## config.mk

```make
export PLATFORM = sky130hd
export DESIGN_NAME = imem_arbiter_flat
export DESIGN_NICKNAME = d
export VERILOG_FILES = /design/src/rtl/imem_arbiter_if.sv /design/src/rtl/imem_arbiter.sv /design/src/flat_wrapper.sv
export SDC_FILE = /design/constraint.sdc
export NUM_CORES = 1
export LEC_CHECK = 0
export CORE_MARGIN = 8
export CORE_UTILIZATION = 28
export DETAILED_ROUTE_END_ITERATION = 12
export HOLD_SLACK_MARGIN = 0.12
export PLACE_DENSITY = 0.81
export SLEW_MARGIN = 40
export SYNTH_ARGS = -nofsm -noshare
export SYNTH_HDL_FRONTEND = slang
export SYNTH_SLANG_ARGS = --single-unit
```

## constraint.sdc

```tcl
create_clock -name clk -period 2.35 [get_ports clk]
set_clock_uncertainty 0.15 [all_clocks]
set_input_delay 0.235 -clock clk [delete_from_list [all_inputs] [get_ports clk]]
set_output_delay 0.235 -clock clk [all_outputs]
set_load 0.01 [all_outputs]
```

## src/rtl/imem_arbiter_if.sv

```systemverilog
// Requester and memory-side signals of the instruction-memory arbiter.
// slave is the arbiter's view; master is the view of whatever drives it.
interface imem_arbiter_if #(
  parameter int AW = 12
);
  logic          a_req_i;
  logic [AW+1:0] a_addr_i;
  logic          a_gnt_o;
  logic          a_rvalid_o;
  logic [31:0]   a_rdata_o;

  logic          b_req_i;
  logic [3:0]    b_we_i;
  logic [AW+1:0] b_addr_i;
  logic [31:0]   b_wdata_i;
  logic          b_lock_i;
  logic          b_gnt_o;
  logic          b_rvalid_o;
  logic [31:0]   b_rdata_o;

  logic          mem_en_o;
  logic [3:0]    mem_we_o;
  logic [AW-1:0] mem_adr_o;
  logic [31:0]   mem_wdata_o;
  logic [31:0]   mem_rdata_i;

  modport slave (
    input  a_req_i, a_addr_i,
    output a_gnt_o, a_rvalid_o, a_rdata_o,
    input  b_req_i, b_we_i, b_addr_i, b_wdata_i, b_lock_i,
    output b_gnt_o, b_rvalid_o, b_rdata_o,
    output mem_en_o, mem_we_o, mem_adr_o, mem_wdata_o,
    input  mem_rdata_i
  );

  modport master (
    output a_req_i, a_addr_i,
    input  a_gnt_o, a_rvalid_o, a_rdata_o,
    output b_req_i, b_we_i, b_addr_i, b_wdata_i, b_lock_i,
    input  b_gnt_o, b_rvalid_o, b_rdata_o,
    input  mem_en_o, mem_we_o, mem_adr_o, mem_wdata_o,
    output mem_rdata_i
  );
endinterface

```

## src/rtl/imem_arbiter.sv

```systemverilog
// Round-robin arbiter sharing one single-port instruction memory between
// the fetch port (A, read-only) and the loader port (B) with bounded lock.
//
// state      | meaning
// last_b     | 1: most recent grant went to B (A wins the next conflict)
// pend[1:0]  | one-hot {B,A}: port owed read data this cycle
// lock_cnt   | consecutive locked B grants while A is waiting
module imem_arbiter #(
  parameter int AW       = 12,
  parameter int MAX_LOCK = 16
) (
  input logic           clk,
  input logic           rst_n,
  imem_arbiter_if.slave bus
);
  localparam int             LW       = $clog2(MAX_LOCK + 1);
  localparam logic [LW-1:0]  LOCK_MAX = LW'(MAX_LOCK);

  logic          last_b_q, last_b_d;
  logic [1:0]    pend_q, pend_d;
  logic [LW-1:0] lock_cnt_q, lock_cnt_d;
  logic          gnt_a, gnt_b;
  logic          lock_active;
  logic          unused_addr_lsbs;

  always_ff @(posedge clk or negedge rst_n) begin
    if (!rst_n) begin
      last_b_q   <= 1'b1;
      pend_q     <= 2'b00;
      lock_cnt_q <= '0;
    end else begin
      last_b_q   <= last_b_d;
      pend_q     <= pend_d;
      lock_cnt_q <= lock_cnt_d;
    end
  end

  always_comb begin
    gnt_a       = 1'b0;
    gnt_b       = 1'b0;
    lock_active = bus.b_lock_i && last_b_q && (lock_cnt_q < LOCK_MAX);
    // Grants are gated by reset so every output is quiet while rst_n is low.
    if (rst_n) begin
      if (bus.a_req_i && bus.b_req_i) begin
        if (lock_cnt_q == LOCK_MAX) gnt_a = 1'b1;
        else if (lock_active)       gnt_b = 1'b1;
        else if (last_b_q)          gnt_a = 1'b1;
        else                        gnt_b = 1'b1;
      end else begin
        gnt_a = bus.a_req_i;
        gnt_b = bus.b_req_i;
      end
    end

    last_b_d = gnt_b ? 1'b1 : (gnt_a ? 1'b0 : last_b_q);
    pend_d   = {gnt_b && (bus.b_we_i == 4'b0000), gnt_a};

    lock_cnt_d = lock_cnt_q;
    if (gnt_a || !bus.b_lock_i)
      lock_cnt_d = '0;
    else if (gnt_b && bus.a_req_i && (lock_cnt_q < LOCK_MAX))
      lock_cnt_d = lock_cnt_q + LW'(1);
  end

  always_comb begin
    bus.a_gnt_o     = gnt_a;
    bus.b_gnt_o     = gnt_b;
    bus.mem_en_o    = gnt_a | gnt_b;
    bus.mem_we_o    = gnt_b ? bus.b_we_i : 4'b0000;
    bus.mem_adr_o   = gnt_b ? bus.b_addr_i[AW+1:2] : bus.a_addr_i[AW+1:2];
    bus.mem_wdata_o = gnt_b ? bus.b_wdata_i : 32'h0;
    bus.a_rvalid_o  = pend_q[0];
    bus.b_rvalid_o  = pend_q[1];
    bus.a_rdata_o   = bus.mem_rdata_i;
    bus.b_rdata_o   = bus.mem_rdata_i;
  end

  assign unused_addr_lsbs = ^{bus.a_addr_i[1:0], bus.b_addr_i[1:0]};
endmodule

```

## src/flat_wrapper.sv

```systemverilog
// flat-port wrapper written by rule: the top's interface ports become plain ports
module imem_arbiter_flat 
#(
  parameter int AW       = 12,
  parameter int MAX_LOCK = 16
)
  (clk, rst_n, bus_a_req_i, bus_a_addr_i, bus_a_gnt_o, bus_a_rvalid_o, bus_a_rdata_o, bus_b_req_i, bus_b_we_i, bus_b_addr_i, bus_b_wdata_i, bus_b_lock_i, bus_b_gnt_o, bus_b_rvalid_o, bus_b_rdata_o, bus_mem_en_o, bus_mem_we_o, bus_mem_adr_o, bus_mem_wdata_o, bus_mem_rdata_i);
  imem_arbiter_if #(.AW(AW)) bus_i ();
  input logic clk;
  input logic rst_n;
  input wire logic [$bits(bus_i.a_req_i)-1:0] bus_a_req_i;
  input wire logic [$bits(bus_i.a_addr_i)-1:0] bus_a_addr_i;
  output wire logic [$bits(bus_i.a_gnt_o)-1:0] bus_a_gnt_o;
  output wire logic [$bits(bus_i.a_rvalid_o)-1:0] bus_a_rvalid_o;
  output wire logic [$bits(bus_i.a_rdata_o)-1:0] bus_a_rdata_o;
  input wire logic [$bits(bus_i.b_req_i)-1:0] bus_b_req_i;
  input wire logic [$bits(bus_i.b_we_i)-1:0] bus_b_we_i;
  input wire logic [$bits(bus_i.b_addr_i)-1:0] bus_b_addr_i;
  input wire logic [$bits(bus_i.b_wdata_i)-1:0] bus_b_wdata_i;
  input wire logic [$bits(bus_i.b_lock_i)-1:0] bus_b_lock_i;
  output wire logic [$bits(bus_i.b_gnt_o)-1:0] bus_b_gnt_o;
  output wire logic [$bits(bus_i.b_rvalid_o)-1:0] bus_b_rvalid_o;
  output wire logic [$bits(bus_i.b_rdata_o)-1:0] bus_b_rdata_o;
  output wire logic [$bits(bus_i.mem_en_o)-1:0] bus_mem_en_o;
  output wire logic [$bits(bus_i.mem_we_o)-1:0] bus_mem_we_o;
  output wire logic [$bits(bus_i.mem_adr_o)-1:0] bus_mem_adr_o;
  output wire logic [$bits(bus_i.mem_wdata_o)-1:0] bus_mem_wdata_o;
  input wire logic [$bits(bus_i.mem_rdata_i)-1:0] bus_mem_rdata_i;
  assign bus_i.a_req_i = bus_a_req_i;
  assign bus_i.a_addr_i = bus_a_addr_i;
  assign bus_a_gnt_o = bus_i.a_gnt_o;
  assign bus_a_rvalid_o = bus_i.a_rvalid_o;
  assign bus_a_rdata_o = bus_i.a_rdata_o;
  assign bus_i.b_req_i = bus_b_req_i;
  assign bus_i.b_we_i = bus_b_we_i;
  assign bus_i.b_addr_i = bus_b_addr_i;
  assign bus_i.b_wdata_i = bus_b_wdata_i;
  assign bus_i.b_lock_i = bus_b_lock_i;
  assign bus_b_gnt_o = bus_i.b_gnt_o;
  assign bus_b_rvalid_o = bus_i.b_rvalid_o;
  assign bus_b_rdata_o = bus_i.b_rdata_o;
  assign bus_mem_en_o = bus_i.mem_en_o;
  assign bus_mem_we_o = bus_i.mem_we_o;
  assign bus_mem_adr_o = bus_i.mem_adr_o;
  assign bus_mem_wdata_o = bus_i.mem_wdata_o;
  assign bus_i.mem_rdata_i = bus_mem_rdata_i;
  imem_arbiter #(.AW(AW), .MAX_LOCK(MAX_LOCK)) u_core (.clk(clk), .rst_n(rst_n), .bus(bus_i));
endmodule
```

Yosys cells after proc, flatten, opt, wreduce, memory -nomap -nowiden:

Index checks and enable logic that the tools add are counted.

* add/sub/neg operators: 1
* $mul: 0
* div/mod/pow operators: 0
* magnitude comparators: 1
* equal/unequal tests: 1
* shifts and indexed selects: 0
* multiplexer cells: 17
* bitwise gates (word level): 1
* reduce and logical (&&, ||, !) cells: 11

Operators by type and width (number)
* $mux 32: 1
* $mux 1: 12
* $mux 12: 1
* $mux 5: 2
* $logic_and 1x1->1: 6
* $add 5x1->5 const B: 1
* $eq 5x5->1 const B: 1
* $lt 5x5->1 const B: 1
* $logic_not 4->1: 1
* $mux 4: 1
* $reduce_bool 2->1: 2
* $logic_not 1->1: 1
* $logic_or 1x1->1: 1
* $or 1x1->1: 1

* register bits: 8
* bits in latches: 0
* bits in writable memories: 0
* ROM bits: 0
* input port bits: 101
* logic and storage cells: 35
* memories: 0

Logic depth before layout (Yosys ltp):

* word-level depth: 10
* gate-level depth with buffers: 8
* mapped depth without buffers: 5

Least setup slack after synthesis:

No wires, ideal clock.

* path type: register -> output
* start: register u_core.lock_cnt_q[0]
* end: output port bus_mem_wdata_o[25]
* arrival: 1.435 ns
* required time: 1.965 ns
* slack: 0.530 ns
* stages on the path, launching flop included: 9
* path through: dfrtp_1 -> inv_1 -> ha_1 -> nand4bb_1 -> buf_4 -> a31oi_4 -> buf_6 -> buf_6 -> nor3b_2

* word-level cells in the longest chain between the ends: 7
* elaborated cells on any way between the ends: 8

RTL lines
* start: declaration: line imem_arbiter.sv:21 `logic [LW-1:0] lock_cnt_q, lock_cnt_d;`
* start signal: assignment: line imem_arbiter.sv:34 `lock_cnt_q <= lock_cnt_d;`
* $lt 5x5->1: line imem_arbiter.sv:41 `lock_active = bus.b_lock_i && last_b_q && (lock_cnt_q < LOCK_MAX);`
* $logic_and 1x1->1: line imem_arbiter.sv:41
* $mux 1: line imem_arbiter.sv:46 `else if (lock_active) gnt_b = 1'b1;`
* $mux 1 *: line imem_arbiter.sv:45 `if (lock_cnt_q == LOCK_MAX) gnt_a = 1'b1;`
* $mux 1 *: line imem_arbiter.sv:44 `if (bus.a_req_i && bus.b_req_i) begin`
* $mux 1 *: line imem_arbiter.sv:43 `if (rst_n) begin`
* $mux 32 *: line imem_arbiter.sv:71 `bus.mem_wdata_o = gnt_b ? bus.b_wdata_i : 32'h0;`
* end: declaration: line flat_wrapper.sv:27 `output wire logic [$bits(bus_i.mem_wdata_o)-1:0] bus_mem_wdata_o;`

Every way passes the cells marked *; elsewhere a longest branch is shown, timed or not.

Worst setup path after layout:

* start: register u_core.lock_cnt_q[1]
* end: output port bus_mem_wdata_o[24]

The elaborated chain is that of the path after synthesis.

==> impl_metrics.tcl <==
set metrics [dict create \
    outcome "finished clean" \
    avgSynthCellArea_sq_um 7.79 \
    worstSetupPathType "reg2out" \
    port_buffers 117 \
    p_leak_uw 0.00125 \
    grt_pass1_vias 2053 \
    ant_nets 0 \
    clkSlewWorstSetupHoldPaths_ns 0.05 \
    tightest_slew_ns 0.344 \
    maxSlewViolCount 0 \
    finalSetupViolations 0 \
    fin_cells 388 \
    hp-class "in2async" \
    numCtsBuffers 3 \
    final_area_sq_um 2890 \
    die_w_um 98.1 \
    synthTopCellsByCount "buf_4, nor3b_1, nand2_1, a21oi_1, nand3_1" \
    ys_seq_elements 8 \
    avgRoutedWirePerCell_um 17.5 \
    drc_errors 0 \
    critPathArrivalTime_ns 1.91 \
    drive_gt1_frac 0.214 \
    routed_wl_um 6770 \
    chipHeight_um 98.1 \
    syn-instance-count 242 \
    cp-end-kind "output port" \
    synth-edff-count 0 \
    initial_core_util 0.284 \
    ys_types 37 \
    critPathRequiredTime_ns 1.97 \
    drv_cap 0 \
    slew-limit-headroom 0.769 \
    holdBufCountCts 0 \
    r2r_slack_ns 0.63 \
    post-route-period-util 0.977 \
    reg2reg_depth 6 \
    core_region_area_sq_um 6640 \
    cts_buffer_depth 2 \
    gp_congestion 0.755 \
    finalHoldViolations 0 \
    nets 412 \
    path_max_fanout 17 \
    post_dp_cell_area_sq_um 2780 \
    synthToLayoutAreaGrowth_pct 53.4 \
    ys.flop_type "dfrtp_1" \
    drt_pass1_iterations 4 \
    grt_first_pass_wirelength_um 10600 \
    root_buffer "clkbuf_8" \
    r2r-end "u_core.lock_cnt_q[4]" \
    synth-async-reset-ratio 1.00 \
    antenna_found_initial 0 \
    endpoint "bus_mem_wdata_o[24]" \
    synth_most_common_cell "buf_4" \
    synthesis.area_sq_um 1890 \
    syn_nets 345 \
    synth_top_cell_by_area "buf_4" \
    p_per_area_nw_per_um2 273 \
    routed_via_density 5.08 \
    grt-ovfl-total 0 \
    n_antenna_cell 0 \
    hpwl_um 5380 \
    cts.sinks 8 \
    synth_top_area_share 0.263 \
    grt_use_total 0.135 \
    drt_iter0_drc 60 \
    fmax_mhz 435 \
    finalPower_uw 791 \
    vias 1970 \
    ir_drop_v 0.000279 \
    num_rows 30 \
    clock_latency_ns 0.24 \
    grt_max_degree 40 \
    cts_tree "yes" \
    timing.rr.start "u_core.lock_cnt_q[1]" \
    fin_util 0.435 \
    start_kind "flop" \
    die_area_sq_um 9620 \
    crit_path_start "u_core.lock_cnt_q[1]" \
    io_pins 218 \
    finalSetupTns_ns 0 \
    fin_crit_ns 2.30 \
    seq_area_frac_synth 0.107 \
    htreeDepth 1 \
    dp_cells 379 \
    yosys-top-cells-area "buf_4, nor3b_1, dfrtp_1" \
    ys_warn_count 0 \
]
[worst min path at each step]
stage	startpoint	to	slack, ns	depth (start not counted)
2_1_floorplan	rst_n	u_core.lock_cnt_q[0]	-0.21	0
3_3_place_gp	bus_mem_rdata_i[8]	bus_a_rdata_o[8]	0.32	0
3_5_place_dp	bus_mem_rdata_i[8]	bus_a_rdata_o[8]	0.32	0
4_1_cts	rst_n	u_core.lock_cnt_q[4]	0.25	2
5_1_grt	rst_n	u_core.pend_q[0]	0.27	2
6_report	rst_n	u_core.lock_cnt_q[4]	0.24	2
[repair_timing]
| item | in CTS | in global routing |
|---|---|---|
| setup buffers | 2 | 2 |
| pin swaps | 0 | 2 |
| gates cloned | 1 | 0 |
| endpoints found under the setup margin | 50 | 33 |
| gates resized for setup | 56 | 7 |
[state kept, by name, indices dropped and copies added (netlist names)]
name,flops
u_core.last_b_q,1
u_core.lock_cnt_q,5
u_core.pend_q,2
[layer usage]
metal / wire (um) / GRT usage / up-vias / share of wire
met5: 0 / 0 / - / 0
met4: 178 / 0.0576 / 0 / 0.026
met3: 391 / 0.0299 / 25 / 0.058
met2: 3430 / 0.238 / 63 / 0.51
met1: 2770 / 0.151 / 943 / 0.41
li1: - / - / 939 / -
[final cells by class]
| cell class | count | area (sq um) |
|---|---|---|
| multi-input combinational | 143 | 1100 |
| tap | 80 | 100 |
| clock buffer | 4 | 45.0 |
| sequential | 8 | 201 |
| fill | 688 | 3750 |
| inverter | 4 | 15.0 |
| timing repair buffer | 149 | 1430 |
[placed cells by master, fill, tap and decap left out, types with 5 or more instances in the layout]
| master | count |
|---|---|
| dlygate4sd2_1 | 46 |
| nor3b_1 | 29 |
| dfrtp_1 | 7 |
| and4b_1 | 12 |
| o211ai_1 | 12 |
| nand3_1 | 14 |
| a21oi_1 | 14 |
| buf_4 | 26 |
| clkdlybuf4s50_1 | 67 |
| a31o_2 | 12 |
| buf_12 | 5 |
| nand2_1 | 15 |
| nor3b_2 | 7 |
[through the flow]
stage / setup WS (ns) / hold WS [ns]
floorplan: 0.530 / -0.211
global placement: -0.137 / 0.320
detailed placement: -0.149 / 0.320
CTS: -0.0338 / 0.246
global route: -0.0106 / 0.266
finish: 0.0536 / 0.244
[report_power, final]
part / switching (uW) / internal, uW
registers: 4.61 / 146
clock network: 66.0 / 119
logic: 193 / 262
total: 264 / 527
[kinds of logic (layout without fill, tap and decap cells)]
logic type | after synthesis | in the layout | synth area share
buf+inv | 91 | 157 | 0.329
mux | 1 | 1 | 0.00531
simple gates | 91 | 91 | 0.350
flops | 8 | 8 | 0.107
compound gates | 48 | 48 | 0.190
fa+ha+maj | 2 | 2 | 0.0133
xor+xnor | 1 | 1 | 0.00465
[critical path: stages, from the launching register on]
cell and delay (ns):
dfrtp_1 0.39, inv_2 0.08, ha_4 0.14, nand4bb_4 0.14, a31oi_4 0.30, buf_12 0.14
buf_16 0.13, nor3b_1 0.06, dlygate4sd2_1 0.29
Power figures use the tool's default switching activity.
==> edit: new RTL, same settings <==
`MAX_LOCK` is set to 16 in 2 places; all go to 8.
--- a/src/rtl/imem_arbiter.sv
+++ b/src/rtl/imem_arbiter.sv
@@ -8,5 +8,5 @@
 module imem_arbiter #(
   parameter int AW       = 12,
-  parameter int MAX_LOCK = 16
+  parameter int MAX_LOCK = 8
 ) (
   input logic           clk,
--- a/src/flat_wrapper.sv
+++ b/src/flat_wrapper.sv
@@ -3,5 +3,5 @@
 #(
   parameter int AW       = 12,
-  parameter int MAX_LOCK = 16
+  parameter int MAX_LOCK = 8
 )
   (clk, rst_n, bus_a_req_i, bus_a_addr_i, bus_a_gnt_o, bus_a_rvalid_o, bus_a_rdata_o, bus_b_req_i, bus_b_we_i, bus_b_addr_i, bus_b_wdata_i, bus_b_lock_i, bus_b_gnt_o, bus_b_rvalid_o, bus_b_rdata_o, bus_mem_en_o, bus_mem_we_o, bus_mem_adr_o, bus_mem_wdata_o, bus_mem_rdata_i);
Check against the original RTL: not equivalent (a bounded check fails within 10 cycles, from zero or initial values and one cycle with rst_n low).
==> edit against the unedited design <==
The flow now finishes with violations (setup timing). Cell area fell by 20%. Global-route usage fell by 0.86 points. Setup slack got worse by 0.12 ns. Critical path depth rose by 1. Synthesized area fell by 31%. Sequential cell count fell by 1. Utilization rose by 6.8 points. Power fell by 15%. Routed wire length fell by 29%. Sequential share of layout area rose by 0.66 points. Highest routed layer unchanged.
==> edit: results (changes against the unedited design) <==
- Outcome: finished, violations left
- Failing checks: setup timing
- Critical-path maximum fanout: 8 (-9)
- Leakage: 1.082 nW (-13%)
- Sequential cell area fraction in the yosys report: 0.1351 (+0.02822)
- Placed Area: 2120 um2 (-24%)
- Final clock-cell share: 0.01947 (+0.003899)
- Placed cell count: 266 (-30%)
- Synth unique cells: 26 (-30%)
- Setup TNS: -0.3177 ns (-0.3177 ns)
- Core Util, Final: 0.5031 (+0.06772)
- Vias: 1228 (-38%)
- Met2 global-route usage: 0.2047 (-0.03341)
- Non-clk bufs: 142 (-4.7%)
- # nets final: 335 (-19%)
- Wire per inst: 16.86 um (-3.4%)
- Final setup margin: -0.06868 ns (-0.1223 ns)
- Synth Area in Adders: 0.01916 (+0.005886)
- Pin count of the biggest net entering global routing: 16 (-60%)
- Reg2reg start: u_core.last_b_q
- Sequential share of cell area: 0.07626 (+0.006621)
- Post-synthesis xor/xnor area fraction: 0.01341 (+0.008765)
- Worst Setup EP: bus_mem_adr_o[8]
- Layout non-clock buf frac: 0.5933 (+0.09762)
- Comb_multi_in: 74 (-48%)
- Gr usage total: 0.1261 (-0.008559)
- Met1 wire length: 1.581 mm (-43%)
- Gp weighted congestion: 0.8501 (+13%)
- Top Registers: u_core.lock_cnt_q: 4 flops, u_core.pend_q: 2 flops, u_core.last_b_q: 1 flops
- FF-to-FF path depth: 5 (-1)
- Post-synth top cells: 64 x buf_4, 38 x and2_1, 11 x mux2_4
- Routed wl met2: 2.330 mm (-32%)
- First-pass DRT Iterations: 2 (-2)
- Post-DP HPWL: 3.876 mm (-28%)
- Final setup violation count: 15 (+15)
-- edit: power groups by stage --
stage          combinational, W  clock (W)  sequential (W)
4_1_cts                0.000375   0.000170        0.000130
5_1_grt                0.000404   0.000178        0.000131
6_report               0.000374   0.000164        0.000131
3_5_place_dp           0.000342          0        0.000132
2_1_floorplan          0.000223          0        0.000133
3_3_place_gp           0.000337          0        0.000131
-- edit: worst min path at each step --
stage,start,endpoint,slack (ns),depth (start not counted)
floorplan,rst_n,u_core.lock_cnt_q[0],-0.21,0
global placement,bus_mem_rdata_i[0],bus_a_rdata_o[0],0.32,0
detailed placement,bus_mem_rdata_i[0],bus_a_rdata_o[0],0.32,0
CTS,rst_n,u_core.pend_q[0],0.20,2
global route,rst_n,u_core.lock_cnt_q[1],0.21,2
finish,rst_n,u_core.lock_cnt_q[1],0.20,2
